--- src/rtl/d_victim_cache_ctrl.sv ---
// Victim cache sequencer: one L1 miss at a time through lookup, optional dirty-victim writeback,
// a single array write (swap, invalidate or insert) and a one-cycle response pulse.
// Handshakes: a request transfers on req_valid_i && req_ready_o; a writeback transfers on
// mem_wb_valid_o && mem_wb_ready_i, and mem_wb_tag_o stays stable while valid waits for ready.
module d_victim_cache_ctrl #(
  parameter int WAYS_VC      = 8,
  parameter int INDEX_WAY_VC = 3,
  parameter int TAG_W        = 28
) (
  input  logic                    clk_i,
  input  logic                    rst_ni,
  input  logic                    req_valid_i,
  output logic                    req_ready_o,
  input  logic [TAG_W-1:0]        req_tag_i,
  input  logic                    evict_valid_i,
  input  logic                    evict_dirty_i,
  input  logic [TAG_W-1:0]        evict_tag_i,
  output logic                    resp_valid_o,
  output logic                    resp_hit_o,
  output logic                    resp_dirty_o,
  output logic [TAG_W-1:0]        lookup_tag_o,
  input  logic                    tag_hit_i,
  input  logic [INDEX_WAY_VC-1:0] tag_hit_way_i,
  input  logic [WAYS_VC-1:0]      tag_valid_vec_i,
  input  logic                    rd_dirty_i,
  output logic                    tag_we_o,
  output logic [INDEX_WAY_VC-1:0] tag_way_o,
  output logic                    wr_valid_o,
  output logic                    wr_dirty_o,
  output logic [TAG_W-1:0]        wr_tag_o,
  output logic                    mem_wb_valid_o,
  input  logic                    mem_wb_ready_i,
  output logic [TAG_W-1:0]        mem_wb_tag_o,
  output logic [2:0]              dbg_state_o
);

  typedef enum logic [2:0] {
    S_IDLE   = 3'd0,
    S_LOOKUP = 3'd1,
    S_WB     = 3'd2,
    S_WRITE  = 3'd3,
    S_RESP   = 3'd4
  } state_e;

  state_e                  state_q, state_d;
  logic [INDEX_WAY_VC-1:0] rr_q, rr_d;
  logic [TAG_W-1:0]        req_tag_q, req_tag_d;
  logic                    ev_valid_q, ev_valid_d;
  logic                    ev_dirty_q, ev_dirty_d;
  logic [TAG_W-1:0]        ev_tag_q, ev_tag_d;
  logic [INDEX_WAY_VC-1:0] tgt_q, tgt_d;
  logic                    full_q, full_d;
  logic                    hit_q, hit_d;
  logic                    rdirty_q, rdirty_d;
  logic [TAG_W-1:0]        wb_tag_q, wb_tag_d;
  logic                    wr_valid_q, wr_valid_d;
  logic                    wr_dirty_q, wr_dirty_d;
  logic [TAG_W-1:0]        wr_tag_q, wr_tag_d;

  // The array offers no tag read port, so the victim address for writeback comes from a
  // copy of every tag this block has written; like the array itself it is not cleared by reset.
  logic [TAG_W-1:0]        shadow_q [WAYS_VC];

  logic                    free_found;
  logic [INDEX_WAY_VC-1:0] free_way;

  always_comb begin
    free_found = 1'b0;
    free_way   = '0;
    for (int i = WAYS_VC - 1; i >= 0; i--) begin
      if (!tag_valid_vec_i[i]) begin
        free_found = 1'b1;
        free_way   = INDEX_WAY_VC'(i);
      end
    end
  end

  // In LOOKUP the read port points at the hit way (so rd_dirty_i is the hit line's dirty bit)
  // or at the round-robin candidate; afterwards it holds the latched target.
  assign tag_way_o    = (state_q == S_LOOKUP) ? (tag_hit_i ? tag_hit_way_i : rr_q) : tgt_q;
  assign lookup_tag_o = req_tag_q;

  always_comb begin
    state_d    = state_q;
    rr_d       = rr_q;
    req_tag_d  = req_tag_q;
    ev_valid_d = ev_valid_q;
    ev_dirty_d = ev_dirty_q;
    ev_tag_d   = ev_tag_q;
    tgt_d      = tgt_q;
    full_d     = full_q;
    hit_d      = hit_q;
    rdirty_d   = rdirty_q;
    wb_tag_d   = wb_tag_q;
    wr_valid_d = wr_valid_q;
    wr_dirty_d = wr_dirty_q;
    wr_tag_d   = wr_tag_q;
    unique case (state_q)
      S_IDLE: begin
        if (req_valid_i) begin
          req_tag_d  = req_tag_i;
          ev_valid_d = evict_valid_i;
          ev_dirty_d = evict_dirty_i;
          ev_tag_d   = evict_tag_i;
          state_d    = S_LOOKUP;
        end
      end
      S_LOOKUP: begin
        if (tag_hit_i) begin
          tgt_d      = tag_hit_way_i;
          hit_d      = 1'b1;
          full_d     = 1'b0;
          rdirty_d   = rd_dirty_i;
          wr_valid_d = ev_valid_q;
          wr_dirty_d = ev_valid_q & ev_dirty_q;
          wr_tag_d   = ev_tag_q;
          state_d    = S_WRITE;
        end else if (!ev_valid_q) begin
          hit_d    = 1'b0;
          full_d   = 1'b0;
          rdirty_d = 1'b0;
          state_d  = S_RESP;
        end else begin
          hit_d      = 1'b0;
          rdirty_d   = 1'b0;
          wr_valid_d = 1'b1;
          wr_dirty_d = ev_dirty_q;
          wr_tag_d   = ev_tag_q;
          if (free_found) begin
            tgt_d   = free_way;
            full_d  = 1'b0;
            state_d = S_WRITE;
          end else begin
            tgt_d    = rr_q;
            full_d   = 1'b1;
            wb_tag_d = shadow_q[rr_q];
            state_d  = rd_dirty_i ? S_WB : S_WRITE;
          end
        end
      end
      S_WB: begin
        if (mem_wb_ready_i) state_d = S_WRITE;
      end
      S_WRITE: begin
        if (full_q && !hit_q) rr_d = rr_q + INDEX_WAY_VC'(1);
        state_d = S_RESP;
      end
      S_RESP: state_d = S_IDLE;
      default: state_d = S_IDLE;
    endcase
  end

  always_ff @(posedge clk_i) begin
    if (!rst_ni) begin
      state_q    <= S_IDLE;
      rr_q       <= '0;
      req_tag_q  <= '0;
      ev_valid_q <= 1'b0;
      ev_dirty_q <= 1'b0;
      ev_tag_q   <= '0;
      tgt_q      <= '0;
      full_q     <= 1'b0;
      hit_q      <= 1'b0;
      rdirty_q   <= 1'b0;
      wb_tag_q   <= '0;
      wr_valid_q <= 1'b0;
      wr_dirty_q <= 1'b0;
      wr_tag_q   <= '0;
    end else begin
      state_q    <= state_d;
      rr_q       <= rr_d;
      req_tag_q  <= req_tag_d;
      ev_valid_q <= ev_valid_d;
      ev_dirty_q <= ev_dirty_d;
      ev_tag_q   <= ev_tag_d;
      tgt_q      <= tgt_d;
      full_q     <= full_d;
      hit_q      <= hit_d;
      rdirty_q   <= rdirty_d;
      wb_tag_q   <= wb_tag_d;
      wr_valid_q <= wr_valid_d;
      wr_dirty_q <= wr_dirty_d;
      wr_tag_q   <= wr_tag_d;
    end
  end

  always_ff @(posedge clk_i) begin
    if (state_q == S_WRITE) shadow_q[tgt_q] <= wr_tag_q;
  end

  assign req_ready_o    = (state_q == S_IDLE);
  assign resp_valid_o   = (state_q == S_RESP);
  assign resp_hit_o     = (state_q == S_RESP) & hit_q;
  assign resp_dirty_o   = (state_q == S_RESP) & rdirty_q;
  assign tag_we_o       = (state_q == S_WRITE);
  assign wr_valid_o     = wr_valid_q;
  assign wr_dirty_o     = wr_dirty_q;
  assign wr_tag_o       = wr_tag_q;
  assign mem_wb_valid_o = (state_q == S_WB);
  assign mem_wb_tag_o   = wb_tag_q;
  assign dbg_state_o    = state_q;

endmodule

--- config.mk ---
export PLATFORM = sky130hd
export DESIGN_NAME = d_victim_cache_ctrl
export DESIGN_NICKNAME = d
export VERILOG_FILES = /design/src/rtl/d_victim_cache_ctrl.sv
export SDC_FILE = /design/constraint.sdc
export NUM_CORES = 1
export LEC_CHECK = 0
export ABC_CLOCK_PERIOD_IN_PS = 3100
export CAP_MARGIN = 5
export CORE_ASPECT_RATIO = 1.5
export CORE_UTILIZATION = 57
export DETAILED_ROUTE_END_ITERATION = 8
export DONT_BUFFER_PORTS = 1
export PLACE_DENSITY = 0.85
export SLEW_MARGIN = 20
export SYNTH_ARGS = -nofsm -noshare
export SYNTH_HDL_FRONTEND = slang
export SYNTH_SLANG_ARGS = --single-unit
--- constraint.sdc ---
create_clock -name clk_i -period 3.1 [get_ports clk_i]
set_input_delay 0.465 -clock clk_i [delete_from_list [all_inputs] [get_ports clk_i]]
set_output_delay 0.465 -clock clk_i [all_outputs]
set_load 0.01 [all_outputs]
---- Yosys cells after proc, flatten, opt, wreduce, memory -nomap -nowiden ----
Memory sizes are Yosys's and may differ from the RTL's. A register that Yosys moved wholly into a read port is not among the register bits.
Cells that the tools add are included.
word-level totals
  memory bits (writable) .................. 224
  memories ................................ 1
  input port bits ......................... 75
  logic and storage cells ................. 77
  bits in registers ....................... 100
  output and inout bits ................... 98
memories
  memory    depth  bits a word  read ports  clocked after Yosys merged registers in  wr ports  line  text
  shadow_q  8      28           1           1                                        1         62    logic [TAG_W-1:0] shadow_q [WAYS_VC];
cells by class
  bitwise logic cells ..................... 5
  add/subtract/negate cells ............... 1
  reduce and logical (&&, ||, !) cells .... 10
  mux-type cells .......................... 41
  equality and inequality tests ........... 6
operators with widths
  operator             count
  $mux 28              2
  $mux 3               17
  $mux 1               21
  $pmux 3 s4           1
  $reduce_and 2->1     4
  $eq 3x2->1 const B   2
  $reduce_and 4->1     1
  $add 3x1->3 const B  1
  $and 1x1->1          3
  $eq 3x1->1 const B   1
  $eq 3x3->1 const B   1
  $logic_not 3->1      1
  $logic_not 1->1      2
  $ne 2x1->1 const B   1
  $ne 2x2->1 const B   1
  $not 1->1            2
  $reduce_bool 2->1    1
  $logic_and 1x1->1    1

---- Depth between registers and ports, before layout ----
  depth in word-level cells ............... 12
  depth in mapped cells ................... 8
  gate-level depth less buffers ........... 4

---- Worst setup path before layout ----
No wires, ideal clock.
  path type ............................... flip-flop to flip-flop
  start point ............................. register state_q[1] (netlist: dbg_state_o[1])
  end point ............................... memory shadow_q[0][0], enable pin
  setup time .............................. 448 ps
  data arrival time ....................... 2970 ps
  clock period less this slack ............ 3418 ps
  stages on the path, launching flop included .. 5
  path buffers ............................ 1
  path slack .............................. -318 ps
  required time ........................... 2652 ps
  path through ............................ dfxtp_1 -> buf_2 -> and3b_1 -> nand2b_1 -> nor3_1
between the ends
  cells in the longest elaborated chain, start to end .. 3
RTL lines
  element                       line  text
  start: declaration            45    state_e state_q, state_d;
  start signal: assignment      170   state_q <= state_d;
  $eq 3x2->1                    -
  net tag_we_o                  26    output logic tag_we_o,
  $mux 1                        188   if (state_q == S_WRITE) shadow_q[tgt_q] <= wr_tag_q;
  $mux 1 (implied by the code)  188
  end: declaration              62
The timed path passes the listed nets, and every way through them passes these cells.

---- Worst setup path in the final report ----
  start point ............................. register state_q[0] (netlist: dbg_state_o[0])
  end point ............................... output port tag_way_o[1]
between the ends
  cells in the longest elaborated chain, start to end .. 2
RTL lines
  element           line  text
  $eq 3x1->1        80    assign tag_way_o = (state_q == S_LOOKUP) ? (tag_hit_i ? tag_hit_way_i : rr_q) : tgt_q;
  $mux 3            80
  end: declaration  27    output logic [INDEX_WAY_VC-1:0] tag_way_o,
No other way between the ends.

==> flow_summary.ini <==
[worst_setup_path]
path_max_fanout = 12
cp_cell_sequence = nor3b_4 -> nor2_1 -> a31oi_1
cpPeakStageDelay_ns = 0.63
crit_type = flop to output pin
r2r-start = dbg_state_o[0]$_SDFFE_PN0P_
arrival_ns = 2.19
start_kind = flop
cp-startpoint = dbg_state_o[0]$_SDFFE_PN0P_
cp-end-kind = output pin
cp.required_ns = 2.63
crit_path_top_delay_cell = dfxtp_1

[sta]
fin_ws_ns = 0.448
slew_violations = 0
setup_violations = 0
relSlewSlack_pct = 45.5
period_needed_ns = 2.65
hold_viol = 0
skew_ns = 0.0222
max_freq_ghz = 0.377
rsz0062_at_grt = no
fin_crit_sh_pct = 85.6
whs_ns = 0.0435
tightest_slew_ns = 0.815
fin_setup_tns_ns = 0

[yosys]
yosys.area.top_type_share_pct = 51.1
synth_most_common_cell = edfxtp_1
ys.flop_type = edfxtp_1
postSynthAreaPerCell_sq_um = 13.7
yosysTopAreaCell = edfxtp_1
synth_nets = 1040
ys_ff_latch = 352
synth_commonest_cells = 224 x edfxtp_1, 175 x nand2_1, 138 x a21oi_1, 128 x dfxtp_1, 58 x mux2i_1
syn_inst = 964
synthDistinctLibCells = 48
async_flop_share_pct = 0
yosysSeqAreaShare_pct = 70.5
ys.warnings.count = 0
netlist_area_sq_um = 13200
synth_edf_count = 224
synth_area_leaders = edfxtp_1 51%, dfxtp_1 19%, a21oi_1 5.2%

[route]
wl_per_cell_microns = 22.3
drt_first_pass_iters = 5
wl_microns = 27800
vias = 7694
drt_iter0_markers = 489
ant_nets = 0
via_per_inst = 6.16
drcViolationCount = 0

[placed_design]
io_buffers = 0
hpwl_microns = 17500
place.gp.congestion = 0.834
dp_slack_ns = 0.837
placedCellCount = 1197

[cells_and_area]
nets = 1027
syn_to_final_growth_pct = 9.23
drive_above_1_share_pct = 14.3
diodes = 0
fin_cells = 1249

[hold_path]
holdCritPathClass = input pin to flop
min-delay-start = req_tag_i[22]

[job]
maxCapViolCount = 0

[power_and_ir_drop]
irDropWorstVdd_mv = 0.571
p_per_area_nw_per_um2 = 630
p_leak_nw = 4.98

[grt]
grt_pass1_vias = 7947
grt_pass1_wl_microns = 43200
antenna_found_initial = 0
grt_usage_pct = 23.8
grt_max_degree = 58
overflow = 0

[floorplan]
start_util_pct = 58.4
die_w_microns = 126
rows = 67
core_sq_um = 22600
die_height_microns = 188
die-area_sq_um = 23700
io_pins = 173

[cts]
holdBufCountCts = 0
cts_tree = built
numCtsBuffers = 28
clk_latency_ns = 0.55
cts_sinks = 352
cts.reportedPaths.clkPinSlew_ns = 0.07
clock_path_buffers = 3
cts_max_level = 1
cts_resized = 0
postCtsSetupRepairBufs = 0
ctsRootBufferMaster = clkbuf_16

[status]
outcome = finished clean
-- state kept, by name, summed over array words and instances (netlist names), 3 cells and up --
| name | flops |
|---|---|
| dbg_state_o | 3 |
| ev_tag_q | 28 |
| lookup_tag_o | 28 |
| mem_wb_tag_o | 28 |
| rr_q | 3 |
| shadow_q | 224 |
| tgt_q | 3 |
| wr_tag_o | 28 |
-- critical path: cells and delay by family (launching register included) --
kind               cells  cell delay, ns
AOI/OAI and AO/OA      1            0.47
DFF                    1            0.63
and+or+nand+nor        2            0.54
-- layer usage --
metal	vias to the layer above	track usage (%)	part of all wire, %
met5	-	0	0
met4	0	11.2	3.8
met3	68	5.48	7.7
met2	366	43.0	53
met1	3740	26.4	36
li1	3520	-	-
-- cells by family after synthesis --
group / count (synthesis) / share of synthesized area (%)
flip-flops: 352 / 70.5
adder cells (fa/ha/maj): 1 / 0.0950
XOR/XNOR: 2 / 0.133
buffers and inverters: 68 / 2.76
AND/OR/NAND/NOR: 233 / 7.96
multiplexers: 87 / 9.36
AO/OA/AOI/OAI: 221 / 9.17
-- path summary, 6_finish.rpt --
| kind | cells past startpoint | slack (ns) | to |
|---|---|---|---|
| max | 3 | 0.45 | tag_way_o[1] |
| max reg2reg | 4 | 0.82 | shadow_q[1][16]$_DFFE_PP_ |
| min | 2 | 0.04 | lookup_tag_o[22]$_SDFFE_PN0P_ |
| min reg2reg | 2 | 0.45 | wr_tag_o[0]$_SDFFE_PN0P_ |
-- report_power, final --
part	total [mW]	switching (mW)	internal (mW)
combinational	0.329	0.225	0.104
sequential	5.14	0.112	5.03
clock	3.59	1.55	2.03
total	9.06	1.89	7.17
-- cell usage in the layout, fill, tap and decap left out, types with 6 or more instances in the layout --
cell type / instances
clkinv_2: 6
buf_4: 19
a21oi_2: 10
o21ai_0: 31
clkbuf_16: 30
o22ai_1: 27
edfxtp_1: 224
nand2_2: 11
mux4_2: 29
a21oi_1: 138
nand2_1: 174
nor2_2: 6
mux2i_1: 58
nor2_1: 10
nand2b_1: 7
dfxtp_1: 126
-- metrics by stage --
step                      total power, mW  utilization [%]  area (sq um)
after global placement               5.56             59.6         13400
after detailed placement             5.57             59.6         13400
after floorplan                      5.50                -         13200
after CTS                            9.10             63.8         14400
final                                9.06             63.8         14400
after global routing                 9.31             63.8         14400
-- cell type report --
| type | instances | area (sq um) |
|---|---|---|
| inverter | 2 | 8.76 |
| timing repair buffer | 23 | 223 |
| sequential | 352 | 9290 |
| clock inverter | 13 | 118 |
| tap | 276 | 345 |
| clock buffer | 39 | 827 |
| fill | 1476 | 8160 |
| multi-input combinational | 544 | 3570 |
Note: power is estimated with default switching activity, not from simulation.
